--- src/rtl/pmem_line_responder.sv ---
// pmem_line_responder: services one 128-bit cache line request as a burst of
// eight 16-bit accesses to a word-wide backing SRAM, then pulses pmem_resp.
module pmem_line_responder #(
  parameter int unsigned TURNAROUND = 1
) (
  input  logic         clk,
  input  logic         rst_n,
  input  logic         pmem_read,
  input  logic         pmem_write,
  input  logic [15:0]  pmem_address,
  input  logic [127:0] pmem_wdata,
  output logic         pmem_resp,
  output logic [127:0] pmem_rdata,
  output logic         busy,
  output logic         sram_req,
  output logic         sram_we,
  output logic [14:0]  sram_addr,
  output logic [15:0]  sram_wdata,
  input  logic [15:0]  sram_rdata,
  input  logic         sram_ack
);

  localparam int unsigned WORDS  = 8;
  localparam int unsigned WORD_W = 16;
  localparam int unsigned LINE_W = 12;
  localparam int unsigned IDX_W  = 3;
  localparam int unsigned CNT_W  = 3;

  localparam logic [IDX_W-1:0] LAST_IDX = IDX_W'(WORDS - 1);
  localparam logic [CNT_W-1:0] GAP_LAST = CNT_W'((TURNAROUND > 0) ? TURNAROUND - 1 : 0);

  typedef enum logic [2:0] {
    IDLE     = 3'd0,
    RD_BURST = 3'd1,
    WR_BURST = 3'd2,
    RESP     = 3'd3,
    GAP      = 3'd4
  } state_t;

  state_t                          state_q;
  logic [LINE_W-1:0]               line_q;
  logic [IDX_W-1:0]                idx_q;
  logic [IDX_W-1:0]                idx_nxt;
  logic [CNT_W-1:0]                gap_q;
  logic [WORDS-1:0][WORD_W-1:0]    wbuf_q;
  logic [WORDS-1:0][WORD_W-1:0]    rdata_q;
  logic                            addr_unused;

  // Byte offset within the line carries no information for a line access.
  assign addr_unused = ^pmem_address[3:0];

  // Next word index; only used while idx_q < LAST_IDX, so it never wraps.
  assign idx_nxt = idx_q + IDX_W'(1);

  assign pmem_rdata = rdata_q;

  // Request acceptance, burst sequencing, response pulse and turnaround gap.
  always_ff @(posedge clk or negedge rst_n) begin
    if (!rst_n) begin
      state_q    <= IDLE;
      line_q     <= '0;
      idx_q      <= '0;
      gap_q      <= '0;
      wbuf_q     <= '0;
      rdata_q    <= '0;
      pmem_resp  <= 1'b0;
      busy       <= 1'b0;
      sram_req   <= 1'b0;
      sram_we    <= 1'b0;
      sram_addr  <= '0;
      sram_wdata <= '0;
    end else begin
      pmem_resp <= 1'b0;
      case (state_q)
        IDLE: begin
          // A write wins over a simultaneous read; the read is dropped.
          if (pmem_write) begin
            state_q    <= WR_BURST;
            line_q     <= pmem_address[15:4];
            wbuf_q     <= pmem_wdata;
            idx_q      <= '0;
            busy       <= 1'b1;
            sram_req   <= 1'b1;
            sram_we    <= 1'b1;
            sram_addr  <= {pmem_address[15:4], IDX_W'(0)};
            sram_wdata <= pmem_wdata[WORD_W-1:0];
          end else if (pmem_read) begin
            state_q   <= RD_BURST;
            line_q    <= pmem_address[15:4];
            idx_q     <= '0;
            busy      <= 1'b1;
            sram_req  <= 1'b1;
            sram_we   <= 1'b0;
            sram_addr <= {pmem_address[15:4], IDX_W'(0)};
          end
        end

        RD_BURST, WR_BURST: begin
          // Address/we/wdata hold until the SRAM acknowledges the word.
          if (sram_ack) begin
            if (state_q == RD_BURST) begin
              rdata_q[idx_q] <= sram_rdata;
            end
            if (idx_q == LAST_IDX) begin
              state_q   <= RESP;
              sram_req  <= 1'b0;
              sram_we   <= 1'b0;
              pmem_resp <= 1'b1;
            end else begin
              idx_q      <= idx_nxt;
              sram_addr  <= {line_q, idx_nxt};
              sram_wdata <= wbuf_q[idx_nxt];
            end
          end
        end

        RESP: begin
          if (TURNAROUND > 0) begin
            state_q <= GAP;
            gap_q   <= '0;
          end else begin
            state_q <= IDLE;
            busy    <= 1'b0;
          end
        end

        GAP: begin
          // Requests are ignored until the turnaround count elapses.
          if (gap_q == GAP_LAST) begin
            state_q <= IDLE;
            busy    <= 1'b0;
          end else begin
            gap_q <= gap_q + CNT_W'(1);
          end
        end

        default: begin
          state_q  <= IDLE;
          busy     <= 1'b0;
          sram_req <= 1'b0;
          sram_we  <= 1'b0;
        end
      endcase
    end
  end

endmodule

--- config.mk ---
export PLATFORM = sky130hd
export DESIGN_NAME = pmem_line_responder
export DESIGN_NICKNAME = d
export VERILOG_FILES = /design/src/rtl/pmem_line_responder.sv
export SDC_FILE = /design/constraint.sdc
export NUM_CORES = 1
export LEC_CHECK = 0
export ABC_AREA = 1
export CORE_MARGIN = 4
export CORE_UTILIZATION = 25
export CTS_BUF_LIST = sky130_fd_sc_hd__clkbuf_16
export DETAILED_ROUTE_END_ITERATION = 8
export DONT_BUFFER_PORTS = 1
export SYNTH_ARGS = -nofsm -noshare
export SYNTH_HDL_FRONTEND = slang
export SYNTH_SLANG_ARGS = --single-unit
--- constraint.sdc ---
create_clock -name clk -period 1.5 [get_ports clk]
set_input_delay 0.3 -clock clk [delete_from_list [all_inputs] [get_ports clk]]
set_output_delay 0.3 -clock clk [all_outputs]
set_load 0.1 [all_outputs]
== Word level (Yosys, flattened, before mapping) ==
Index checks and enable logic that the tools add are counted.

* Register bits: 312
* Bits in latches: 0
* Memory bits (writable): 0
* ROM bits: 0
* Input port bits: 165
* Output and inout bits: 163
* Memories: 0

* Add/sub/neg operators: 2
* Multipliers: 0
* Divide/modulo/power cells: 0
* Order comparisons: 3
* Eq/ne operators: 12
* Shift operators: 0
* Multiplexer cells: 42
* Bitwise gates (word level): 2
* Reduce and logical (&&, ||, !) cells: 18

{| class="wikitable"
|+ Operators by type and width
! operator !! count
|-
| 128-bit bitwise mux || 1
|-
| 16-bit 2-to-1 mux || 5
|-
| 15-bit 2-to-1 mux || 4
|-
| 16-bit binary-select mux with 3-bit select || 1
|-
| 16-bit demux with 3-bit select || 1
|-
| 16-bit case mux with 2 select lines || 1
|-
| 3-bit 2-to-1 mux || 10
|-
| 15-bit case mux with 2 select lines || 1
|-
| 12-bit 2-to-1 mux || 2
|-
| 4-bit AND reduction || 4
|-
| 2-bit != test (second input constant) || 6
|-
| 3-bit case mux with 2 select lines || 2
|-
| 3-bit case mux with 4 select lines || 1
|-
| 1-bit 2-to-1 mux || 10
|-
| 1-bit case mux with 3 select lines || 3
|-
| 3-bit by 4-bit < comparator with 1-bit output (second input constant) || 2
|-
| 3-bit by 1-bit adder with 3-bit output (second input constant) || 2
|-
| 3-bit by 2-bit equality test with 1-bit output (second input constant) || 2
|-
| 3-bit equality test (second input constant) || 2
|-
| 3-bit zero test || 2
|-
| 2-bit AND reduction || 3
|-
| 3-bit AND reduction || 2
|-
| 2-bit nonzero test || 3
|-
| 2-bit OR reduction || 2
|-
| other kinds (6) || 7
|}

== Logic depth before layout (Yosys ltp) ==
* Word-level depth: 6
* Gate-level depth with buffers: 11

== Worst setup path after synthesis ==
OpenSTA, ideal clock, no wires.

* Path type: reg-to-reg
* Start point: reg sram_addr[1] (netlist name)
* End point: reg sram_wdata[10]
* Setup time: 0.068 ns
* Arrival time: 2.336 ns
* Required time: 1.432 ns
* Path slack: -0.904 ns
* Stages on the path, launching flop included: 11
* Buffers on the path: 2
* Path through: dfrtp_1 > ha_1 > clkbuf_1 > inv_1 > clkbuf_1 > nand3_1 > nand2_1 > nand2_1 > nand3_1 > nand2_1 > nand2_1

{| class="wikitable"
|+ RTL lines
! item !! line !! RTL
|-
| to (signal assigned) || 86 || <nowiki>sram_wdata <= pmem_wdata[WORD_W-1:0];</nowiki>
|-
| to (signal assigned) || 112 || <nowiki>sram_wdata <= wbuf_q[idx_nxt];</nowiki>
|-
| to (decl) || 18 || <nowiki>output logic [15:0] sram_wdata,</nowiki>
|}

== Worst setup path in the final report ==
* Start point: reg state_q[1]
* End point: reg wbuf_q[54] in the netlist's numbering

* Longest elaborated chain between the ends: 2

{| class="wikitable"
|+ Ends and longest elaborated chain
! item !! line !! RTL
|-
| from (decl) || 40 || <nowiki>state_t state_q;</nowiki>
|-
| from (signal assigned) || 60 || <nowiki>state_q <= IDLE;</nowiki>
|-
| from (signal assigned) || 78 || <nowiki>state_q <= WR_BURST;</nowiki>
|-
| from (signal assigned) || 88 || <nowiki>state_q <= RD_BURST;</nowiki>
|-
| 3-bit zero test || 74 || <nowiki>case (state_q)</nowiki>
|-
| 2-bit AND reduction (no source line) || -- ||
|-
| to (signal assigned) || 80 || <nowiki>wbuf_q <= pmem_wdata;</nowiki>
|-
| to (decl) || 45 || <nowiki>logic [WORDS-1:0][WORD_W-1:0] wbuf_q;</nowiki>
|}

No other way between the ends.
A chain may end at the register's enable or synchronous reset.

==> metrics.txt <==
vias in the first global route=12400; # port buffers=0; Leak=10.9 nW; fin area=22600 um^2; post-synth net total=1761; Mapped Area=13300 um^2; critical path arrival=2.19 ns; #FFs+latches synth=309; Final TNS setup=-36.61 ns; First-pass DRT Iterations=6; Clock Latency Late Sink=0.55 ns; Clock Skew=0.0291 ns; DR vias/cell=4.92; Tot Pwr=59.1 mW; Required @ worst endpoint=1.91 ns; switching share of power=0.513; endpoint class of the critical path=flip-flop; Slew headroom=0.171; hold buffer count at cts=158; Net Switching=30.3 mW; status=complete, but fails checks; Post-DP HPWL=32.4 mm; Achievable Freq=0.562 GHz; Peak supply drop=0.927 mV; H-tree depth=2; Post-synth ARST share=1.00; Crit Path Category=reg2reg; total grt overflow=0; Max Transition Viols Final=0; most frequent cells in the layout=nand2_1 (350), dfrtp_1 (294), inv_1 (171); Inserted Clock Buffers=37; pwr/cell area=2610 nW/um^2; initial core utilization=0.253; clock transition at the registers of the reported paths=0.06 ns; post-route clock period utilization=1.19; # setup viols final=312; Cell Rows=84; RSZ-0062 raised after global routing=true; post-synthesis cell count=1592; reg2reg path depth=10; non-filler cells, final=2728; Hold Slack=-0.540 ns; final hold vios=309; number of synthesized flops with an enable pin=0; Max Buffers Root-to-Sink=3; yosys warns=0; synthesized area per cell=8.34 um^2; Die ar.=56900 um^2; Worst Path Max Fanout=5; Hold Path Class=in2async; placer congestion estimate=0.891; Nets=2185; clock power share=0.143; Seq/Total Area, Yosys=0.582; Slew @ Worst Pin=1.24 ns; post-place instance area=15700 um^2; combinational fraction of design power=0.627; commonest non-fill, non-tap cell in the layout=nand2_1; Startpoint Class=flip-flop; GRT Overall Usage=0.170; P_int=28.8 mW; antenna violations before repair=5; detailed router's first-iteration violation count=1050; DRC Markers=0; Sequential Power Share=0.230; most frequently used flop master after synthesis=dfrtp_1; final core occ=0.431; setup ws final=-0.278 ns; failing checks=hold timing, setup timing; first-pass GRT wire length=75.0 mm; Layout area overhead=70.6%; share of cells above drive strength 1=0.374; dpl cells=2402; Vias=13400; Sink Count=309; Yosys cell types=26; Routed Antenna Nets=0; DR WL/cell=21.5 um; Die W=238 um; min Tclk post-route=1.78 ns; max cap viols=0; Chip Height=238 um; largest net degree at the start of global routing=310; Clk Tree Root Cell=clkbuf_16; Setup WS pre-CTS=-0.215 ns; Placeable Area=52600 um^2; final wirelength=58.7 mm; CTS tree=yes; IO Count=328
-- worst max-delay path, cell delays in order (launching register included) --
cell	delay, ns
dfrtp_1	0.39
inv_2	0.10
buf_12	0.11
nand2_8	0.05
nor2_4	0.14
buf_12	0.13
buf_12	0.12
buf_12	0.12
nand2_8	0.07
buf_6	0.15
a21oi_1	0.26
-- power by group through the flow --
stage	combinational [mW]	sequential (mW)	clock (mW)
after floorplan	9.59	23.5	0
after global placement	26.9	13.3	0
after detailed placement	27.2	13.4	0
after CTS	30.7	13.4	8.65
after global routing	39.0	13.9	8.98
final	37.0	13.6	8.42
-- path summary, 6_finish.rpt --
check | endpoint | start | slack, ns
min in group clk | state_q[0] | sram_ack | 0.05
worst max register to register | wbuf_q[54] | state_q[1] | -0.28
worst min-delay path | wbuf_q[92] | rst_n | -0.54
max in group asynchronous | pmem_rdata[105] | rst_n | 0.88
worst max-delay path | wbuf_q[54] | state_q[1] | -0.28
worst min register to register | sram_addr[3] | sram_addr[3] | 0.48
-- sequential cells by signal, indices dropped and copies added (netlist names) --
register    cells
line_q         12
pmem_rdata    128
sram_addr      15
wbuf_q        128
sram_we         1
busy            1
sram_wdata     16
sram_req        1
state_q         3
pmem_resp       1
gap_q           3
-- routing by layer --
layer / up-vias / global-route usage / routed length (um)
met5: - / 0 / 27
met4: 4 / 0.0707 / 3380
met3: 234 / 0.0344 / 4070
met2: 649 / 0.260 / 26900
met1: 6603 / 0.236 / 24300
li1: 5924 / - / -
-- Yosys cell counts, types with 3 or more instances --
cell type    n  area [um^2]
nand4_2      7         87.6
nand3_1     93          465
inv_1      172          646
o21ai_0    143          716
nand2_1    469         1760
buf_2       41          205
clkbuf_1    42          158
dfrtp_1    309         7730
nor2_1     137          514
a21oi_1    133          666
o21ai_1     17         85.1
ha_1         4         50.1
nand2_2      3         18.8
inv_2        5         18.8
-- repair_timing --
item | 4_1_cts | 5_1_grt
endpoints found under the setup margin | 386 | 443
gates cloned | 17 | 51
setup buffers | 24 | 20
pin swaps | 16 | 57
gates resized for setup | 194 | 556
hold endpoints to repair | 487 | 309
-- logic make-up (layout without fill, tap and decap cells) --
family | count (synthesis) | in the layout | synth area share
adder cells (fa/ha/maj) | 4 | 4 | 0.00377
AO/OA/AOI/OAI | 296 | 296 | 0.113
AND/OR/NAND/NOR | 719 | 726 | 0.222
flip-flops | 309 | 309 | 0.582
other | 0 | 4 | 0
buffers and inverters | 264 | 701 | 0.0791
-- area by class of cell --
cell class	count	area [um^2]
repair inverters	2	20.0
clock inverters	22	161
clock buffers	37	926
flip-flops and latches	309	7790
repair buffers	463	5660
diodes	4	10.0
multi-input cells	1026	6500
inverters	177	719
fillers	4767	29900
well taps	688	861
Note: power is estimated with default switching activity, not from simulation.
